===== src/rtl/data_io_pkg.sv =====
// Shared constants, download-state type and CRC helper for the data_io_fifo download block.
// The optional CRC output of data_io_fifo is enabled with the DATA_IO_CRC_EN macro.
package data_io_pkg;

   localparam logic [7:0]  UIO_FILE_TX     = 8'h53;
   localparam logic [7:0]  UIO_FILE_TX_DAT = 8'h54;
   localparam logic [7:0]  UIO_FILE_INDEX  = 8'h55;

   localparam logic [15:0] CRC_POLY = 16'h1021;
   localparam logic [15:0] CRC_INIT = 16'hFFFF;

   typedef enum logic [1:0] {
      DL_IDLE   = 2'd0,
      DL_ACTIVE = 2'd1,
      DL_DRAIN  = 2'd2
   } dl_state_e;

   // CRC-16-CCITT, MSB first, one byte per call.
   function automatic logic [15:0] crc16_byte(input logic [15:0] i_crc, input logic [7:0] i_byte);
      logic [15:0] w_c;
      w_c = i_crc ^ {i_byte, 8'h00};
      for (int i = 0; i < 8; i++) begin
         w_c = w_c[15] ? ((w_c << 1) ^ CRC_POLY) : (w_c << 1);
      end
      return w_c;
   endfunction

endpackage


===== src/rtl/data_io_spi_rx.sv =====
// Oversampling UIO SPI receiver: synchronises sck/ss/sdi into clk, splits the
// stream into a command byte followed by any number of data bytes.
module data_io_spi_rx
   import data_io_pkg::*;
(
   input  logic       clk,
   input  logic       reset,
   input  logic       i_sck,
   input  logic       i_ss,
   input  logic       i_sdi,
   output logic [7:0] o_cmd,
   output logic [7:0] o_byte,
   output logic       o_byte_valid,
   output logic       o_data_phase
);

   logic [2:0] r_sck_sync;
   logic [1:0] r_ss_sync;
   logic [1:0] r_sdi_sync;
   logic [3:0] r_cnt;
   logic [6:0] r_sr;

   logic       w_sck_rise;
   logic [7:0] w_shift;

   assign w_sck_rise   = r_sck_sync[1] & ~r_sck_sync[2];
   assign w_shift      = {r_sr, r_sdi_sync[1]};
   assign o_data_phase = r_cnt[3];

   always_ff @(posedge clk) begin
      if (reset) begin
         r_sck_sync   <= '0;
         r_ss_sync    <= '0;
         r_sdi_sync   <= '0;
         r_cnt        <= '0;
         r_sr         <= '0;
         o_cmd        <= '0;
         o_byte       <= '0;
         o_byte_valid <= 1'b0;
      end else begin
         r_sck_sync   <= {r_sck_sync[1:0], i_sck};
         r_ss_sync    <= {r_ss_sync[0], i_ss};
         r_sdi_sync   <= {r_sdi_sync[0], i_sdi};
         o_byte_valid <= 1'b0;
         if (r_ss_sync[1]) begin
            r_cnt <= '0;
         end else if (w_sck_rise) begin
            r_sr <= w_shift[6:0];
            // Counter runs 0-7 for the command, then loops 8-15 per data byte.
            if (r_cnt == 4'd7) begin
               o_cmd <= w_shift;
               r_cnt <= 4'd8;
            end else if (r_cnt == 4'd15) begin
               o_byte       <= w_shift;
               o_byte_valid <= 1'b1;
               r_cnt        <= 4'd8;
            end else begin
               r_cnt <= r_cnt + 4'd1;
            end
         end
      end
   end

endmodule


===== src/rtl/data_io_fifo.sv =====
// MiST/TRS-80 file download block: UIO SPI in, buffered wr/ack RAM writes out.
// Define DATA_IO_CRC_EN to add the crc output (CRC-16-CCITT over file data).
module data_io_fifo
   import data_io_pkg::*;
#(
   parameter logic [24:0] START_ADDR = 25'h4200,
   parameter int          ADDR_W     = 25,
   parameter int          DATA_W     = 8,
   parameter int          FIFO_DEPTH = 4,
   parameter int          INDEX_W    = 5
) (
   input  logic              clk,
   input  logic              reset,
   input  logic              sck,
   input  logic              ss,
   input  logic              sdi,
   output logic              downloading,
   output logic [INDEX_W-1:0] index,
   output logic [ADDR_W-1:0] size,
   output logic              overflow,
   output logic              wr,
   input  logic              ack,
   output logic [ADDR_W-1:0] addr,
   output logic [DATA_W-1:0] data,
   output dl_state_e         dbg_state
`ifdef DATA_IO_CRC_EN
   ,
   output logic [15:0]       crc
`endif
);

   localparam int PTR_W = $clog2(FIFO_DEPTH);
   localparam int CNT_W = PTR_W + 1;

   logic [7:0]        w_cmd;
   logic [7:0]        w_byte;
   logic              w_byte_valid;
   logic              w_data_phase;
   logic              w_rx_byte;
   logic              w_start;
   logic              w_eof;
   logic              w_dat_byte;
   logic              w_index;
   logic              w_push;
   logic              w_push_ok;
   logic              w_pop;
   logic              w_full;
   logic [DATA_W-1:0] w_push_data;
   dl_state_e         w_state_nxt;

   dl_state_e         r_state;
   logic [ADDR_W-1:0] r_size;
   logic [INDEX_W-1:0] r_index;
   logic              r_overflow;
   logic [ADDR_W-1:0] r_wr_addr;
   logic [PTR_W-1:0]  r_rd_ptr;
   logic [PTR_W-1:0]  r_wr_ptr;
   logic [CNT_W-1:0]  r_count;
   logic              r_wr;
   logic [ADDR_W-1:0] r_addr;
   logic [DATA_W-1:0] r_data;
   logic [ADDR_W-1:0] r_mem_addr [FIFO_DEPTH];
   logic [DATA_W-1:0] r_mem_data [FIFO_DEPTH];

   data_io_spi_rx u_spi_rx (
      .clk          (clk),
      .reset        (reset),
      .i_sck        (sck),
      .i_ss         (ss),
      .i_sdi        (sdi),
      .o_cmd        (w_cmd),
      .o_byte       (w_byte),
      .o_byte_valid (w_byte_valid),
      .o_data_phase (w_data_phase)
   );

   assign w_rx_byte  = w_byte_valid && w_data_phase;
   assign w_start    = w_rx_byte && (w_cmd == UIO_FILE_TX) && w_byte[0];
   assign w_eof      = w_rx_byte && (w_cmd == UIO_FILE_TX) && !w_byte[0] && downloading;
   assign w_dat_byte = w_rx_byte && (w_cmd == UIO_FILE_TX_DAT) && downloading;
   assign w_index    = w_rx_byte && (w_cmd == UIO_FILE_INDEX);

   generate
      if (DATA_W == 16) begin : g_pack16
         logic [7:0] r_lo;
         logic       r_half;
         always_ff @(posedge clk) begin
            if (reset || w_start) begin
               r_lo   <= '0;
               r_half <= 1'b0;
            end else if (w_dat_byte) begin
               if (!r_half) r_lo <= w_byte;
               r_half <= !r_half;
            end else if (w_eof) begin
               r_half <= 1'b0;
            end
         end
         // A trailing odd byte goes out with a zero high byte at end of file.
         assign w_push      = (w_dat_byte || w_eof) && r_half;
         assign w_push_data = w_dat_byte ? {w_byte, r_lo} : {8'h00, r_lo};
      end else begin : g_pack8
         assign w_push      = w_dat_byte;
         assign w_push_data = w_byte;
      end
   endgenerate

   assign w_pop     = r_wr && ack;
   assign w_full    = (r_count == CNT_W'(FIFO_DEPTH));
   assign w_push_ok = w_push && (!w_full || w_pop);

   always_comb begin
      w_state_nxt = r_state;
      case (r_state)
         DL_IDLE:   if (w_start) w_state_nxt = DL_ACTIVE;
         DL_ACTIVE: if (!w_start && w_eof) w_state_nxt = DL_DRAIN;
         DL_DRAIN: begin
            if (w_start)
               w_state_nxt = DL_ACTIVE;
            else if (r_count == '0 && !r_wr && !w_push)
               w_state_nxt = DL_IDLE;
         end
         default:   w_state_nxt = DL_IDLE;
      endcase
   end

   always_ff @(posedge clk) begin
      if (reset) begin
         r_state    <= DL_IDLE;
         r_size     <= '0;
         r_index    <= '0;
         r_overflow <= 1'b0;
         r_wr_addr  <= START_ADDR[ADDR_W-1:0];
         r_rd_ptr   <= '0;
         r_wr_ptr   <= '0;
         r_count    <= '0;
         r_wr       <= 1'b0;
         r_addr     <= START_ADDR[ADDR_W-1:0];
         r_data     <= '0;
      end else begin
         r_state <= w_state_nxt;
         if (w_start) begin
            r_size     <= '0;
            r_overflow <= 1'b0;
            r_wr_addr  <= START_ADDR[ADDR_W-1:0];
         end else begin
            if (w_dat_byte) r_size <= r_size + ADDR_W'(1);
            // The address tracks file offset even for dropped words.
            if (w_push) r_wr_addr <= r_wr_addr + ADDR_W'(DATA_W / 8);
            if (w_push && !w_push_ok) r_overflow <= 1'b1;
         end
         if (w_index) r_index <= w_byte[INDEX_W-1:0];
         if (w_push_ok) r_wr_ptr <= r_wr_ptr + PTR_W'(1);
         if (w_pop) r_rd_ptr <= r_rd_ptr + PTR_W'(1);
         case ({w_push_ok, w_pop})
            2'b10:   r_count <= r_count + CNT_W'(1);
            2'b01:   r_count <= r_count - CNT_W'(1);
            default: r_count <= r_count;
         endcase
         if (!r_wr && r_count != '0) begin
            r_wr   <= 1'b1;
            r_addr <= r_mem_addr[r_rd_ptr];
            r_data <= r_mem_data[r_rd_ptr];
         end else if (w_pop) begin
            r_wr <= 1'b0;
         end
      end
   end

   always_ff @(posedge clk) begin
      if (w_push_ok) begin
         r_mem_addr[r_wr_ptr] <= r_wr_addr;
         r_mem_data[r_wr_ptr] <= w_push_data;
      end
   end

`ifdef DATA_IO_CRC_EN
   logic        r_crc_pend;
   logic [7:0]  r_crc_byte;
   logic [15:0] r_crc;

   always_ff @(posedge clk) begin
      if (reset || w_start) begin
         r_crc_pend <= 1'b0;
         r_crc_byte <= '0;
         r_crc      <= CRC_INIT;
      end else begin
         r_crc_pend <= w_dat_byte;
         if (w_dat_byte) r_crc_byte <= w_byte;
         if (r_crc_pend) r_crc <= crc16_byte(r_crc, r_crc_byte);
      end
   end

   assign crc = r_crc;
`endif

   assign downloading = (r_state != DL_IDLE);
   assign index       = r_index;
   assign size        = r_size;
   assign overflow    = r_overflow;
   assign wr          = r_wr;
   assign addr        = r_addr;
   assign data        = r_data;
   assign dbg_state   = r_state;

endmodule

===== config.mk =====
export PLATFORM = sky130hd
export DESIGN_NAME = data_io_fifo
export DESIGN_NICKNAME = d
export VERILOG_FILES = /design/src/rtl/data_io_pkg.sv /design/src/rtl/data_io_spi_rx.sv /design/src/rtl/data_io_fifo.sv
export SDC_FILE = /design/constraint.sdc
export NUM_CORES = 1
export LEC_CHECK = 0
export CAP_MARGIN = 20
export CORE_AREA = 8 8 194 196
export DETAILED_ROUTE_END_ITERATION = 8
export DIE_AREA = 0 0 202 204
export GPL_TIMING_DRIVEN = 1
export SYNTH_ARGS = -nofsm -noshare
export SYNTH_HDL_FRONTEND = slang
export SYNTH_SLANG_ARGS = --single-unit

===== constraint.sdc =====
create_clock -name clk -period 5.62 [get_ports clk]
set_input_delay 0.843 -clock clk [delete_from_list [all_inputs] [get_ports clk]]
set_output_delay 0.843 -clock clk [all_outputs]
set_load 0.005 [all_outputs]

### Word-level counts from Yosys, hierarchy flattened

Memory sizes are Yosys's and may differ from the RTL's. A register that Yosys moved wholly into a read port is not among the register bits.
Cells that the tools add are included.

| operators by class | value |
|---|---|
| mux-type cells | 13 |
| equal/unequal tests | 13 |
| bitwise operators | 5 |
| reductions and logical operators | 35 |
| add/subtract/negate cells | 7 |

Operator list:

| kind | count |
|---|---|
| $add A25 B1 Y25 const B | 2 |
| $eq A8 B7 Y1 const B | 3 |
| $logic_and A1 B1 Y1 | 15 |
| $mux W2 | 4 |
| $mux W4 | 2 |
| $logic_not A1 Y1 | 6 |
| $pmux W2 S3 | 1 |
| $pmux W3 S2 | 1 |
| $reduce_and A3 Y1 | 2 |
| $reduce_bool A2 Y1 | 3 |
| $mux W1 | 5 |
| $add A2 B1 Y2 const B | 2 |
| $add A4 B1 Y4 const B | 1 |
| $eq A2 B1 Y1 const B | 2 |
| $eq A2 B2 Y1 const B | 2 |
| $eq A4 B3 Y1 const B | 1 |
| $eq A4 B4 Y1 const B | 1 |
| $ne A2 B2 Y1 const B | 2 |
| $not A1 Y1 | 4 |
| $reduce_and A4 Y1 | 1 |
| $reduce_or A2 Y1 | 2 |
| $reduce_or A4 Y1 | 1 |
| $add A3 B1 Y3 const B | 1 |
| $eq A3 B3 Y1 const B | 1 |
| 8 further kinds | 8 |

| storage, ports and cells | value |
|---|---|
| output and inout bits | 68 |
| flip-flop bits (word level) | 101 |
| RAM bits | 132 |
| memories | 2 |
| logic and storage cells | 92 |
| input port bits | 6 |

Memories:

| name | depth | bits a word | read ports | clocked after Yosys merged registers in | wr ports | RTL line | text |
|---|---|---|---|---|---|---|---|
| r_mem_addr | 4 | 25 | 1 | 1 | 1 | data_io_fifo.sv:62 | `logic [ADDR_W-1:0] r_mem_addr [FIFO_DEPTH];` |
| r_mem_data | 4 | 8 | 1 | 1 | 1 | data_io_fifo.sv:63 | `logic [DATA_W-1:0] r_mem_data [FIFO_DEPTH];` |

### Longest topological paths before layout

| logic depth | value |
|---|---|
| word-level depth | 8 |
| gate-level depth with buffers | 9 |
| mapped depth without buffers | 8 |

### Hierarchy

A second synthesis with hierarchy kept.

| unflattened totals | value |
|---|---|
| cells, all modules | 832 |
| area total of the unflattened synthesis | 10473.8 um^2 |

By module, submodules not included:

| module | area each (um^2) | cells an instance | instances | seq. area each (um^2) |
|---|---|---|---|---|
| data_io_fifo | 9112.5 | 695 | 1 | 5945.7 |
| data_io_spi_rx | 1361.3 | 137 | 1 | 700.7 |

### Least setup slack after synthesis

Ideal clock, no wire load.

| path | value |
|---|---|
| path type | input port to flip-flop |
| start | input port ack |
| end | memory r_mem_addr[0][0], enable pin |
| data arrival time | 2205 ps |
| slack | 3022 ps |
| setup time | 393 ps |
| required time | 5227 ps |
| cell stages on the path | 4 |
| path buffers | 0 |
| cells stage by stage | nand2_1 -> and3_1 -> nor2_1 -> and2_1 |

| between the ends | value |
|---|---|
| longest elaborated chain between the ends | 5 |

RTL lines:

| what | RTL line | text |
|---|---|---|
| from (decl) | data_io_fifo.sv:22 | `input logic ack,` |
| $logic_and A1 B1 Y1 | data_io_fifo.sv:107 | `assign w_pop = r_wr && ack;` |
| $logic_or A1 B1 Y1 | data_io_fifo.sv:109 | `assign w_push_ok = w_push && (!w_full \|\| w_pop);` |
| $logic_and A1 B1 Y1 | data_io_fifo.sv:109 |  |
| $mux W1 | data_io_fifo.sv:170 | `if (w_push_ok) begin` |
| $mux W1 (implied by the code) | data_io_fifo.sv:171 | `r_mem_addr[r_wr_ptr] <= r_wr_addr;` |
| to (decl) | data_io_fifo.sv:62 |  |

No other way between the ends.

### Worst setup path in the final report

| path | value |
|---|---|
| start | register u_spi_rx.r_cnt[3] |
| end | memory r_mem_addr[2][4], enable pin |

| between the ends | value |
|---|---|
| longest elaborated chain between the ends | 6 |

RTL lines:

| what | RTL line | text |
|---|---|---|
| from (decl) | data_io_spi_rx.sv:20 | `logic [3:0] r_cnt;` |
| from (signal assigned) | data_io_spi_rx.sv:58 | `r_cnt <= r_cnt + 4'd1;` |
| $logic_and A1 B1 Y1 | data_io_fifo.sv:77 | `assign w_rx_byte = w_byte_valid && w_data_phase;` |
| $logic_and A1 B1 Y1 (2 in a row) | data_io_fifo.sv:80 | `assign w_dat_byte = w_rx_byte && (w_cmd == UIO_FILE_TX_DAT) && downloading;` |
| $logic_and A1 B1 Y1 | data_io_fifo.sv:109 |  |
| $mux W1 | data_io_fifo.sv:170 |  |
| $mux W1 (implied by the code) | data_io_fifo.sv:171 |  |

No other way between the ends.

==> out/metrics.yaml <==
drc_errors: 0
cts_setup_buffers: 0
nets: 889
cp-end-kind: "flop"
syn2layout_area_growth_pct: 20.22
period_share: 0.4691
synth_top_area_share: 0.3871
hold_buffers: 0
rsz0062_at_grt: "no"
path_cells: "nor3b_2, nand4_1, buf_4, nor2_1, and2_2"
synth-async-reset-ratio: 0
relSlewSlack: 0.3964
min_delay_path_depth: 1
dp_hpwl_mm: 13.29
reg2reg_to: "r_mem_addr[2][4]"
grt_max_degree: 50
ys_top_cells_by_count: "dfxtp_1, edfxtp_1, nand2_1"
worst-r2r-cell-count: 5
place.gp.congestion: 0.7516
skew_ns: 0.01282
startpoint_type: "flop"
cts-root-buf: "clkbuf_16"
min_period_ns: 2.636
crit_start: "u_spi_rx.r_cnt[3]"
syn_inst: 803
die_x_um: 202
drive_above_1_share: 0.1026
grt_antenna_before_repair: 0
die_y_um: 204
ctsResizeCount: 0
initial_core_util: 0.2943
crit_type: "flop to flop"
grt_use_total: 0.1002
power_leakage_nw: 3.924
max_stage_delay_ns: 0.80
vias: 6212
arrival_ns: 2.78
r2r-start: "u_spi_rx.r_cnt[3]"
worstPathMaxFanout: 33
n_antenna_cell: 0
clkSinkCount: 266
ys.flop_type: "dfxtp_1"
grt_overflow: 0
fill_cells: 3360
drv_slew: 0
vdd.ir_drop.worst_uv: 178.3
clk_path_buf_depth: 3
crit_family: "simple AND/OR/NAND/NOR gates"
slowest_stage: "and2_2"
io_pins: 74
drv_cap: 0
r2r_setup_slack_ns: 2.98
crit_end: "r_mem_addr[2][4]"
synth_most_common_cell: "dfxtp_1"
fin_setup_tns_ns: 0
clock_latency_ns: 0.53
yosys_warnings: 0
fmaxAchievable_mhz: 379.3
post_synth_num_cell_types: 44
antenna_violating_nets_post_route: 0
clkTransAtPathRegs_ns: 0.06
first_pass_iters: 4
wl_per_cell_um: 15.34
htreeDepth: 1
timing.hold.ws_ns: 0.4362
status: "finished clean"
synth_fp_nets: 817
synth_area_leaders: "edfxtp_1, dfxtp_1, mux4_2, nand2_1, mux2i_1"
drtIter0Drc: 348
ys_ff_latch: 266
finalHoldViolCount: 0
power.density_nw_per_um2: 325.8
crit_buf_inv: 1
cts_buffers: 28
syn_avg_cell_area_um2: 12.75
row_count: 69
synth_top_area_cell: "edfxtp_1"
cts_tree: "yes"
yosysSeqAreaShare: 0.6491
die-area_um2: 41210
portBuffers: 73
fp.coreArea_um2: 34790
routed_wl_mm: 20.83
via_per_inst: 4.574
setup-violations-final: 0
synth_edf_count: 132
grt_pass1_vias: 6360
crit_cells: 5
synth_area_um2: 10240
grt_pass1_wl_mm: 34.14
min_path_type: "flop to flop"
worstMarginPinSlew_ns: 0.9055
critPathRequiredTime_ns: 5.77
==> layer usage <==
metal | up-vias | global-route usage | wire [µm]
met4 | 0 | 0.02687 | 358
met3 | 28 | 0.02092 | 1104
met1 | 3002 | 0.1334 | 9869
met5 | - | 0 | 0
li1 | 3067 | - | -
met2 | 115 | 0.1643 | 9499
==> stage by stage <==
step	std cells	cell area [µm²]	setup WS, ns	total power, W	utilization
global route	1358	12310	2.744	0.004176	0.3538
CTS	1357	12290	2.907	0.004064	0.3533
global placement	1305	11440	2.455	0.002351	0.3289
floorplan	803	10240	3.022	0.002249	-
detailed placement	1305	11440	2.439	0.002354	0.3289
finish	1358	12310	2.984	0.004011	0.3538
==> worst register-to-register path: stages (launching register included) <==
cell and delay, ns:
dfxtp_1 0.42, nor3b_2 0.25, nand4_1 0.12, buf_4 0.25
nor2_1 0.38, and2_2 0.81
==> power breakdown <==
group          switching (W)  internal (W)  total (W)
clock               0.000711      0.000996    0.00171
combinational       0.000118      0.000112   0.000229
sequential         0.0000236       0.00205    0.00207
==> cell type report <==
| type | instances | area, µm² | area share |
|---|---|---|---|
| well taps | 461 | 576.8 | 0.04685 |
| clock inverters | 8 | 63.81 | 0.005183 |
| clock buffers | 44 | 782.0 | 0.06352 |
| inverters | 11 | 41.29 | 0.003354 |
| repair buffers | 83 | 813.3 | 0.06606 |
| flip-flops and latches | 266 | 6648 | 0.5400 |
| multi-input cells | 485 | 3386 | 0.2750 |
==> how the worst min path moves through the flow <==
| stage | startpoint | end |
|---|---|---|
| 4_1_cts | u_spi_rx.r_ss_sync[0] | u_spi_rx.r_ss_sync[1] |
| 3_5_place_dp | u_spi_rx.r_ss_sync[0] | u_spi_rx.r_ss_sync[1] |
| 5_1_grt | u_spi_rx.r_sdi_sync[0] | u_spi_rx.r_sdi_sync[1] |
| 2_1_floorplan | u_spi_rx.r_sck_sync[0] | u_spi_rx.r_sck_sync[1] |
| 6_report | u_spi_rx.r_ss_sync[0] | u_spi_rx.r_ss_sync[1] |
| 3_3_place_gp | u_spi_rx.r_ss_sync[0] | u_spi_rx.r_ss_sync[1] |
==> flip-flops by register name (all words and copies together) (netlist names), 4 cells and up <==
name / count
data: 8
index: 5
r_mem_addr: 100
u_spi_rx.o_byte: 8
u_spi_rx.r_sr: 7
u_spi_rx.r_cnt: 4
r_wr_addr: 25
addr: 25
size: 25
u_spi_rx.o_cmd: 8
r_mem_data: 32
==> kinds of logic (layout without fill, tap and decap cells) <==
logic type / Yosys count / in the layout / synth area share
buffers and inverters: 52 / 146 / 0.02065
muxes: 66 / 66 / 0.1050
DFF: 266 / 266 / 0.6491
xor gates and xnor gates: 36 / 36 / 0.03079
and+or+nand+nor: 299 / 299 / 0.1439
AOI/OAI and AO/OA: 76 / 76 / 0.04008
adders and majority gates: 8 / 8 / 0.01051
==> placed cells by master (no fill, tap or decap), drive strengths merged, types with 2 or more instances in the layout <==
cell / netlist / final
or2: 2 / 2
and3: 8 / 8
dfxtp: 134 / 134
nand2: 96 / 96
nand4: 21 / 21
nor4: 16 / 16
or3: 13 / 13
nor2: 77 / 77
o21ai: 13 / 13
a21oi: 53 / 53
o31ai: 3 / 3
buf: 17 / 11
xnor2: 22 / 22
nor3b: 4 / 4
mux4: 33 / 33
clkbuf: 24 / 44
mux2i: 32 / 32
nor2b: 10 / 10
inv: 11 / 11
clkdlybuf4s50: 0 / 72
edfxtp: 132 / 132
xor2: 14 / 14
or4: 3 / 3
nor3: 13 / 13
nand4b: 2 / 2
o21a: 2 / 2
nand3b: 3 / 3
and4: 5 / 5
nand3: 15 / 15
ha: 7 / 7
and2: 9 / 9
clkinv: 0 / 6
Note: power is estimated with default switching activity, not from simulation.
